### src/rtl/crypto_wallet_pio_master.sv
// Avalon-MM master for the crypto_wallet PIO s1 port: one valid/ready command in, one bus access, one response out.
// Optional feature macro: PIO_MASTER_POLL_EN (op 10 repeats masked-compare reads with idle gaps and a timeout).
module crypto_wallet_pio_master #(
  parameter int READ_LATENCY = 1,
  parameter int POLL_MAX     = 1024,
  parameter int POLL_GAP     = 8
) (
  input  logic        clk,
  input  logic        reset_n,
  input  logic        cmd_valid,
  output logic        cmd_ready,
  input  logic [1:0]  cmd_op,
  input  logic [1:0]  cmd_addr,
  input  logic [31:0] cmd_data,
  input  logic [31:0] cmd_mask,
  output logic        rsp_valid,
  input  logic        rsp_ready,
  output logic [31:0] rsp_data,
  output logic        rsp_timeout,
  output logic [1:0]  address,
  output logic        chipselect,
  output logic        write_n,
  output logic [31:0] writedata,
  input  logic [31:0] readdata,
  output logic        busy
);

  typedef enum logic [2:0] {IDLE, WR, RD, RESP, GAP} state_t;

  localparam logic [1:0] OP_WRITE = 2'b00;
  localparam logic [2:0] RD_LAST  = 3'(READ_LATENCY);

  state_t      state;
  state_t      next_state;
  logic [1:0]  addr_q;
  logic [31:0] data_q;
  logic [2:0]  rd_cnt;
  logic        last_rd;
  logic        poll_retry;

  logic        chipselect_d;
  logic        write_n_d;
  logic [1:0]  address_d;
  logic [31:0] writedata_d;
  logic        rsp_valid_d;
  logic [31:0] rsp_data_d;

`ifdef PIO_MASTER_POLL_EN
  localparam int CNT_W = $clog2(POLL_MAX + 1);
  localparam int GAP_W = $clog2(POLL_GAP + 1);
  localparam logic [1:0]       OP_POLL   = 2'b10;
  localparam logic [CNT_W-1:0] POLL_LAST = CNT_W'(POLL_MAX - 1);
  localparam logic [GAP_W-1:0] GAP_LAST  = GAP_W'(POLL_GAP - 1);

  logic [1:0]       op_q;
  logic [31:0]      mask_q;
  logic [CNT_W-1:0] attempt_cnt;
  logic [GAP_W-1:0] gap_cnt;
  logic             poll_op;
  logic             poll_hit;
  logic             rsp_timeout_d;

  assign poll_op    = (op_q == OP_POLL);
  assign poll_hit   = ((readdata ^ data_q) & mask_q) == 32'd0;
  // Retry only while fewer than POLL_MAX attempts have completed.
  assign poll_retry = poll_op && !poll_hit && (attempt_cnt != POLL_LAST);
`else
  logic unused_cmd_mask;

  assign unused_cmd_mask = ^cmd_mask;
  assign poll_retry      = 1'b0;
  assign rsp_timeout     = 1'b0;
`endif

  assign cmd_ready = (state == IDLE);
  assign busy      = (state != IDLE);
  assign last_rd   = (state == RD) && (rd_cnt == RD_LAST);

  // State, command latch, counters and registered outputs.
  always_ff @(posedge clk or negedge reset_n) begin
    if (!reset_n) begin
      state      <= IDLE;
      addr_q     <= '0;
      data_q     <= '0;
      rd_cnt     <= '0;
      chipselect <= 1'b0;
      write_n    <= 1'b1;
      address    <= '0;
      writedata  <= '0;
      rsp_valid  <= 1'b0;
      rsp_data   <= '0;
`ifdef PIO_MASTER_POLL_EN
      op_q        <= '0;
      mask_q      <= '0;
      attempt_cnt <= '0;
      gap_cnt     <= '0;
      rsp_timeout <= 1'b0;
`endif
    end else begin
      state      <= next_state;
      chipselect <= chipselect_d;
      write_n    <= write_n_d;
      address    <= address_d;
      writedata  <= writedata_d;
      rsp_valid  <= rsp_valid_d;
      rsp_data   <= rsp_data_d;
      if (state == IDLE && cmd_valid) begin
        addr_q <= cmd_addr;
        data_q <= cmd_data;
      end
      rd_cnt <= (state == RD && !last_rd) ? rd_cnt + 3'd1 : 3'd0;
`ifdef PIO_MASTER_POLL_EN
      rsp_timeout <= rsp_timeout_d;
      if (state == IDLE && cmd_valid) begin
        op_q   <= cmd_op;
        mask_q <= cmd_mask;
      end
      if (state == IDLE)
        attempt_cnt <= '0;
      else if (last_rd)
        attempt_cnt <= attempt_cnt + 1'b1;
      gap_cnt <= (state == GAP) ? gap_cnt + 1'b1 : '0;
`endif
    end
  end

  always_comb begin
    next_state = state;
    case (state)
      IDLE: if (cmd_valid) next_state = (cmd_op == OP_WRITE) ? WR : RD;
      WR:   next_state = RESP;
      RD:   if (last_rd) next_state = poll_retry ? GAP : RESP;
      RESP: if (rsp_ready) next_state = IDLE;
`ifdef PIO_MASTER_POLL_EN
      GAP:  if (gap_cnt == GAP_LAST) next_state = RD;
`endif
      default: next_state = IDLE;
    endcase
  end

  // Outputs are computed from next_state so they line up with the state they belong to.
  always_comb begin
    chipselect_d = (next_state == WR) || (next_state == RD);
    write_n_d    = (next_state != WR);
    address_d    = '0;
    if (chipselect_d)
      address_d = (state == IDLE) ? cmd_addr : addr_q;
    writedata_d  = (next_state == WR) ? cmd_data : 32'd0;
    rsp_valid_d  = (next_state == RESP);
    rsp_data_d   = rsp_data;
    if (state == WR)
      rsp_data_d = data_q;
    else if (last_rd)
      rsp_data_d = readdata;
`ifdef PIO_MASTER_POLL_EN
    rsp_timeout_d = rsp_timeout;
    if (state == WR)
      rsp_timeout_d = 1'b0;
    else if (last_rd)
      rsp_timeout_d = poll_op && !poll_hit;
`endif
  end

endmodule

### config.mk
export PLATFORM = sky130hd
export DESIGN_NAME = crypto_wallet_pio_master
export DESIGN_NICKNAME = d
export VERILOG_FILES = /design/src/rtl/crypto_wallet_pio_master.sv
export SDC_FILE = /design/constraint.sdc
export NUM_CORES = 1
export LEC_CHECK = 0
export CAP_MARGIN = 20
export CORE_ASPECT_RATIO = 1.1
export CORE_MARGIN = 10
export CORE_UTILIZATION = 35
export CTS_CLUSTER_SIZE = 30
export DETAILED_ROUTE_END_ITERATION = 12
export PLACE_DENSITY_LB_ADDON = 0.3
export SYNTH_ARGS = -nofsm -noshare
export SYNTH_HDL_FRONTEND = slang
export SYNTH_SLANG_ARGS = --single-unit
### constraint.sdc
create_clock -name clk -period 5 [get_ports clk]
set_clock_uncertainty 0.2 [all_clocks]
set_input_delay 1.25 -clock clk [delete_from_list [all_inputs] [get_ports clk]]
set_output_delay 1.25 -clock clk [all_outputs]
set_load 0.03 [all_outputs]
### After elaboration in Yosys (flattened, before gate mapping)

Index checks and enable logic that the tools add are counted.

| storage, ports and cells | value |
|---|---|
| flip-flop bits (word level) | 109 |
| bits of input ports | 104 |

| operators by class | value |
|---|---|
| add/sub/neg operators | 1 |
| equality and inequality tests | 8 |
| mux-type cells | 11 |
| reductions and logical operators | 9 |

Operators by type and width:

| cell | count |
|---|---|
| two-way mux 32 bit | 3 |
| equality test 3 x 2 -> 1 bit, second input constant | 4 |
| two-way mux 3 bit | 4 |
| case mux 3 bit (4 select lines) | 1 |
| equality test 3 x 1 -> 1 bit, second input constant | 3 |
| two-way mux 2 bit | 3 |
| adder 3 x 1 -> 3 bit, second input constant | 1 |
| logical AND 1 bit | 3 |
| zero test 3 bit | 1 |
| != test 3 x 1 -> 1 bit, second input constant | 1 |
| nonzero test 3 bit | 1 |
| zero test 2 bit | 1 |
| nonzero test 2 bit | 1 |
| zero test 1 bit | 1 |
| logical OR 1 bit | 1 |

### Logic depth before layout (Yosys ltp)

Gate-level depths: netlist (run 1).

| logic depth | value |
|---|---|
| depth after elaboration | 7 |
| depth in mapped cells | 7 |
| gate-level depth less buffers | 5 |

### Worst setup path after synthesis (run 1)

No wires, ideal clock.

| path | value |
|---|---|
| path kind | reg-to-output |
| from | register state[2] |
| to | output busy |
| arrival time | 1.836 ns |
| data required time | 3.550 ns |
| slack | 1.714 ns |
| cell stages (with the launch flop) | 4 |
| path buffers | 1 |
| cell sequence | dfrtp_1 -> buf_4 -> nor3_1 -> inv_1 |

| between the ends | value |
|---|---|
| word-level cells in the longest chain between the ends | 1 |

RTL lines:

| what | line | RTL |
|---|---|---|
| start, declared | 33 | `state_t state;` |
| start signal, assigned | 100 | `state <= next_state;` |
| nonzero test 3 bit | 76 | `assign busy = (state != IDLE);` |
| end, declared | 25 | `output logic busy` |

No other way between the ends.

### Worst setup path after layout (run 1)

| path | value |
|---|---|
| from | register state[0] |
| to | output cmd_ready |

| between the ends | value |
|---|---|
| word-level cells in the longest chain between the ends | 1 |

RTL lines:

| what | line | RTL |
|---|---|---|
| zero test 3 bit | 75 | `assign cmd_ready = (state == IDLE);` |
| end, declared | 11 | `output logic cmd_ready,` |

No other way between the ends.

==> metrics.md, run 1 <==
| Metric | Value |
|---|---|
| Average cell area after synthesis | 12.0 sq um |
| Setup TNS | 0 ns |
| Hold Crit Class | flip-flop to flip-flop |
| Clock Sink Count | 109 |
| Worst-path clk slew | 0.07 ns |
| Drt wl/cell | 18.9 um |
| Layout Nets | 606 |
| Total GRT Usage | 13.9% |
| Hold_buf cts | 0 |
| CP max stage delay | 0.79 ns |
| Share of post-route cells with drive strength above 1 | 13.3% |
| Pint | 1.79 mW |
| Slowest CP cell | clkdlybuf4s50_1 |
| R2R setup slack | 2.45 ns |
| Sw Share | 28.7% |
| Combinational share of power | 24.5% |
| Area share of fa/ha/maj cells after synthesis | 0.561% |
| Crit-path cells | nor3_1, clkdlybuf4s50_1 |
| Post-synthesis sequential area ratio | 61.2% |
| PwrDens | 396 nW/um^2 |
| Core area | 12,500 sq um |
| Slew Viols, Final | 0 |
| Final WL | 12,500 um |
| Metal2 WL | 6240 um |
| Status | finished, final reports clean |
| DRT iter0 DRCs | 245 |
| Yosys cell types | 27 |
| Die Y | 138 um |
| P_sw | 0.722 mW |
| Kind of critical path | flip-flop to output pin |
| CTS tree | built |
| PnR worst setup slack | 1.34 ns |
| Clock share of power | 30.7% |
| Syn Inst Count | 370 |
| Clock root buffer | clkbuf_16 |
| Post-synthesis register bit count | 109 |
| Worst reg2reg path endpoint | rsp_data[12] |
| Initial cell density of the core | 35.6% |
| Startpoint Class | flip-flop |
| Final HPWL DP | 8750 um |
| XOR/XNOR Fraction of Synth Area | 0% |
| Max Fclk | 273 MHz |
| Setup WS pre-CTS | 1.69 ns |
| Syn-to-layout area delta | 42.5% |
| Mapped Area | 4460 sq um |
| Final period util | 73.2% |
| Proportion of synthesized area in mux cells | 9.49% |
| # fillers | 1,133 |
| Initial antenna violation count | 1 |
| DRT Pass-1 Iters | 4 |
| RSZ-0062 raised after global routing | no |
| FF/Latch Area | 2730 sq um |
| Number of global-route vias before repair | 3,560 |
| VDD IR-drop max | 0.207 mV |
| ANT nets after route | 0 |
| Grt ovf | 0 |
| Slew of the pin with the lowest slew margin | 0.855 ns |
| Number of synthesized flops with an enable pin | 0 |
| Worst EP required | 3.55 ns |
| Worst hold path stage count | 1 |
| CTS max path bufs | 2 |
| Min-Delay Endpoint | rd_cnt[0] |
| Top Metal Used | met4 |
| # IOs | 176 |
| DR vias/cell | 5.05 |
| Resize count post-CTS | 0 |
| Num CTS Buffers | 9 |
| Crit path launch | state[0] |
| Leak pwr | 2.86 nW |
| Max cap viols | 0 |
| RR Startpoint | state[1] |
| Gpl congestion | 0.738 |
| Post-CTS setup buffer count | 0 |
| Tot Pwr | 2.51 mW |
| Die ar. | 17,700 sq um |
| Synthesis warning total | 0 |
| Die span in x | 128 um |
| IO Port Bufs | 142 |
| Async SR Flop Fraction | 100% |
| Final setup fails | 0 |
| Largest family of logic cells by synthesized area | simple AND/OR/NAND/NOR gates |
| Drt drc | 0 |
| Multi-input logic area | 1450 sq um |
| Min-delay src | rd_cnt[0] |
| Sequential share of power | 44.8% |
| First-pass GRT wire length | 19,700 um |
| H-tree depth | 3 |
| Met3 WL | 964 um |
| Vias | 3,349 |
| Ys flop type | dfrtp_1 |
| Final worst path period need | 3.66 ns |
| Crit path DAT | 2.21 ns |
| Final Hold Vio Count | 0 |
| Critical Path End Type | output pin |
| Layout Utilization | 50.7% |
| Synth Area in Compound Gates | 10.6% |
| Synth Area in Simple Gates | 11.1% |
| Worst relative slew slack | 42.9% |
| Core Rows | 43 |
| Clock latency on the worst-skew pair | 0.34 ns |
| M1 WL | 5130 um |
| Reg2Reg Depth | 4 |
| Pin count of the biggest net entering global routing | 60 |
| CP max FO | 9 |
-- through the flow --
stage,cell area [sq um],cells,hold slack [ns]
after global placement,5980,644,0.258
final,6350,663,0.286
after detailed placement,6010,645,0.277
after global routing,6350,663,0.302
after floorplan,4460,371,0.245
after CTS,6340,661,0.289
-- routing by layer --
layer,vias up,global-route usage [%]
met4,0,4.21
met3,9,5.24
met1,1660,16.5
li1,1566,-
met2,114,22.7
met5,-,0
-- cells by family (layout without fill, tap and decap cells) --
| family | count (synthesis) | after routing |
|---|---|---|
| flops | 109 | 109 |
| simple gates | 83 | 83 |
| compound gates | 69 | 69 |
| buf+inv | 68 | 202 |
| mux | 38 | 38 |
| fa+ha+maj | 2 | 2 |
| other cells | 1 | 3 |
-- cells in the final DEF (no fill, tap or decap), drive strengths merged --
cell type,count
clkdlybuf4s50,141
dfrtp,108
inv,36
nor3,35
mux2,34
and3,32
o22ai,32
a211oi,32
clkbuf,10
buf,9
nor2,7
mux2i,4
o21ai,3
clkinv,3
nand2,2
ha,2
conb,2
bufinv,2
nor2b,2
or3b,2
diode,1
nor4b,1
nor4bb,1
a21oi,1
a2111o,1
nor3b,1
clkinvlp,1
dfstp,1
-- critical path: cells and delay by family (launching register included) --
kind          cells  cell delay [ns]
flops             1             0.52
buf+inv           1             0.79
simple gates      1             0.56
-- sequential cells by signal (all words and copies together), names as in the netlist --
| name | flops |
|---|---|
| state | 3 |
| data_q | 32 |
| address | 2 |
| rd_cnt | 3 |
| writedata | 32 |
| chipselect | 1 |
| rsp_valid | 1 |
| write_n | 1 |
| addr_q | 2 |
| rsp_data | 32 |
-- area by class of cell --
| class | count | area share [%] |
|---|---|---|
| clock inverters | 6 | 1.36 |
| flip-flops and latches | 109 | 43.0 |
| well taps | 157 | 3.09 |
| diodes | 1 | 0.0394 |
| inverters | 36 | 2.13 |
| clock buffers | 10 | 3.76 |
| repair buffers | 150 | 23.9 |
| multi-input cells | 194 | 22.8 |
-- Yosys cell counts, types with 2 or more instances --
master | instances | share of area, %
dfrtp_1 | 108 | 61
buf_4 | 4 | 0.67
nor2_1 | 7 | 0.59
nor2b_1 | 2 | 0.28
nand2_1 | 2 | 0.17
buf_6 | 3 | 0.76
clkbuf_1 | 11 | 0.93
o21ai_0 | 3 | 0.34
o22ai_1 | 32 | 4.5
mux2i_1 | 4 | 0.90
inv_1 | 36 | 3.0
mux2_2 | 34 | 8.6
ha_1 | 2 | 0.56
and3_1 | 32 | 4.5
buf_2 | 12 | 1.3
nor3_1 | 35 | 3.9
a211oi_1 | 32 | 5.4
clkbuf_2 | 2 | 0.22
-- power groups by stage --
| stage | combinational, mW | clock [mW] | sequential (mW) |
|---|---|---|---|
| 2_1_floorplan | 0.264 | 0 | 1.23 |
| 3_3_place_gp | 0.608 | 0 | 1.13 |
| 3_5_place_dp | 0.624 | 0 | 1.14 |
| 4_1_cts | 0.625 | 0.790 | 1.13 |
| 5_1_grt | 0.663 | 0.821 | 1.15 |
| 6_report | 0.616 | 0.770 | 1.13 |
-- how the worst max path moves through the flow --
stage	to	slack, ns
2_1_floorplan	busy	1.71
3_3_place_gp	cmd_ready	1.72
3_5_place_dp	cmd_ready	1.69
4_1_cts	cmd_ready	1.31
5_1_grt	cmd_ready	1.25
6_report	cmd_ready	1.34
No activity file was read; power rests on OpenSTA's default activity.
==> inputs of run 2 (changes only) <==
Clock period 5 ns to 3.1 ns, I/O delays scaled along.
==> run 2 against run 1 <==
Register-to-register slack got worse by 1.5 ns; hold slack got worse by 0.030 ns; global-route usage rose by 0.22 points; sequential power rose by 59%; critical path depth rose by 1; core utilization rose by 0.17 points; non-clock buffer count rose by 4; worst setup slack got worse by 1.2 ns; clock-buffer cell count rose by 1; first-iteration DRC count rose by 2.9%; critical endpoint unchanged; highest routed layer unchanged.
==> metrics.md, run 2 (synthesized netlist as in run 1, its figures left out) <==
| Metric | Value |
|---|---|
| Status | finished, final reports clean |
| Worst EP required | 2.12 ns |
| Initial cell density of the core | 35.6% |
| Post-CTS setup buffer count | 0 |
| Core Rows | 43 |
| Startpoint Class | flip-flop |
| Leak pwr | 2.87 nW |
| Drt drc | 0 |
| Worst-path clk slew | 0.07 ns |
| Drt wl/cell | 18.8 um |
| Num CTS Buffers | 9 |
| Pint | 2.88 mW |
| CTS max path bufs | 2 |
| IO Port Bufs | 142 |
| Vias | 3,388 |
| Post-route cell area | 6370 sq um |
| Hold_buf cts | 0 |
| Total GRT Usage | 14.1% |
| PwrDens | 636 nW/um^2 |
| Most common cell after layout, fill and taps aside | clkdlybuf4s50_1 |
| Layout Nets | 610 |
| Die span in x | 128 um |
| Final WL | 12,500 um |
| DR vias/cell | 5.09 |
| Combinational share of power | 25.1% |
| Slew Viols, Final | 0 |
| Largest regs | data_q x32, rsp_data x32, writedata x32 |
| Pin count of the biggest net entering global routing | 61 |
| Final Hold Vio Count | 0 |
| Resize count post-CTS | 0 |
| Number of global-route vias before repair | 3,649 |
| Clock share of power | 30.3% |
| Sequential share of power | 44.6% |
| Sw Share | 28.9% |
| Setup WS pre-CTS | 0.520 ns |
| H-tree depth | 3 |
| Slew of the pin with the lowest slew margin | 0.890 ns |
| Final setup fails | 0 |
| Commonest non-fill, non-tap cells in the layout | clkdlybuf4s50_1 (141), dfrtp_1 (108), inv_1 (36), nor3_1 (35), mux2_2 (34) |
| DRT iter0 DRCs | 252 |
| Hold Crit Class | primary input to async pin |
| DRT Pass-1 Iters | 5 |
| CTS tree | built |
| P_sw | 1.17 mW |
| Placed standard-cell area | 6050 sq um |
| Grt ovf | 0 |
| Crit path DAT | 1.97 ns |
| Die ar. | 17,700 sq um |
| Final HPWL DP | 8780 um |
| Worst relative slew slack | 40.6% |
| Initial antenna violation count | 0 |
| Antenna cells | 0 |
| Max cap viols | 0 |
| Core area | 12,500 sq um |
| Gpl congestion | 0.764 |
| Hold WS | 0.256 ns |
| Clock Sink Count | 109 |
| First-pass GRT wire length | 20,000 um |
| Die Y | 138 um |
| Final worst path period need | 2.94 ns |
| Critical Path End Type | output pin |
| ANT nets after route | 0 |
| Clock latency on the worst-skew pair | 0.34 ns |
| Final period util | 94.9% |
| RSZ-0062 raised after global routing | no |
| Syn-to-layout area delta | 43.0% |
| Kind of critical path | flip-flop to output pin |
| Max Fclk | 340 MHz |
| PnR worst setup slack | 0.158 ns |
| Setup TNS | 0 ns |
| # IOs | 176 |
| Share of post-route cells with drive strength above 1 | 13.6% |
| VDD IR-drop max | 0.305 mV |
| Clock root buffer | clkbuf_16 |
| CP max FO | 9 |
| Reg2Reg Depth | 4 |
==> run 2: cell count changes in the layout (fill, tap and decap cells not counted), moves of 2 or more <==
cell | previous run | this run
buf_12 | 1 | 3
buf_4 | 6 | 10
clkinv_2 | 2 | 0
clkbuf_1 | 0 | 2
==> run 2: area by class of cell <==
cell class                 instances  area [sq um]
timing repair buffer             154          1550
inverter                          36           135
fill                            1140          6160
sequential                       109          2730
multi-input combinational        194          1450
clock inverter                     5          85.1
tap                              157           196
clock buffer                      11           233
==> run 2: metal layers <==
metal | global-route usage (%) | share of wire (%) | vias up
met5 | 0 | 0 | -
met4 | 5.63 | 1.9 | 0
met3 | 4.93 | 7.3 | 16
met2 | 23.1 | 49 | 108
met1 | 16.3 | 42 | 1678
li1 | - | - | 1586
==> run 2: worst paths after layout <==
check | start | slack [ns] | to
setup / recovery | state[2] | 0.16 | cmd_ready
hold / removal | reset_n | 0.26 | state[1]
setup reg to reg | state[2] | 0.93 | rsp_data[9]
hold reg to reg | rd_cnt[0] | 0.28 | rd_cnt[0]
max in group asynchronous | reset_n | 1.63 | writedata[2]
min in group clk | rd_cnt[0] | 0.28 | rd_cnt[0]
==> run 2: per-stage QoR <==
step	power (mW)	util, %	cells
2_1_floorplan	2.40	-	371
3_3_place_gp	2.83	48.3	650
3_5_place_dp	2.86	48.3	650
4_1_cts	4.10	50.8	666
5_1_grt	4.24	50.8	666
6_report	4.05	50.8	666
==> run 2: power by group through the flow <==
stage | clock, mW | combinational (mW) | sequential (mW)
finish | 1.23 | 1.02 | 1.80
detailed placement | 0 | 1.03 | 1.83
global placement | 0 | 1.01 | 1.82
CTS | 1.26 | 1.03 | 1.81
global route | 1.30 | 1.09 | 1.84
floorplan | 0 | 0.425 | 1.98
==> run 2: critical path: stages (launching register included) <==
cell and delay, ns:
dfrtp_1 0.50, nor3_1 0.27, buf_4 0.18, clkdlybuf4s50_1 0.67
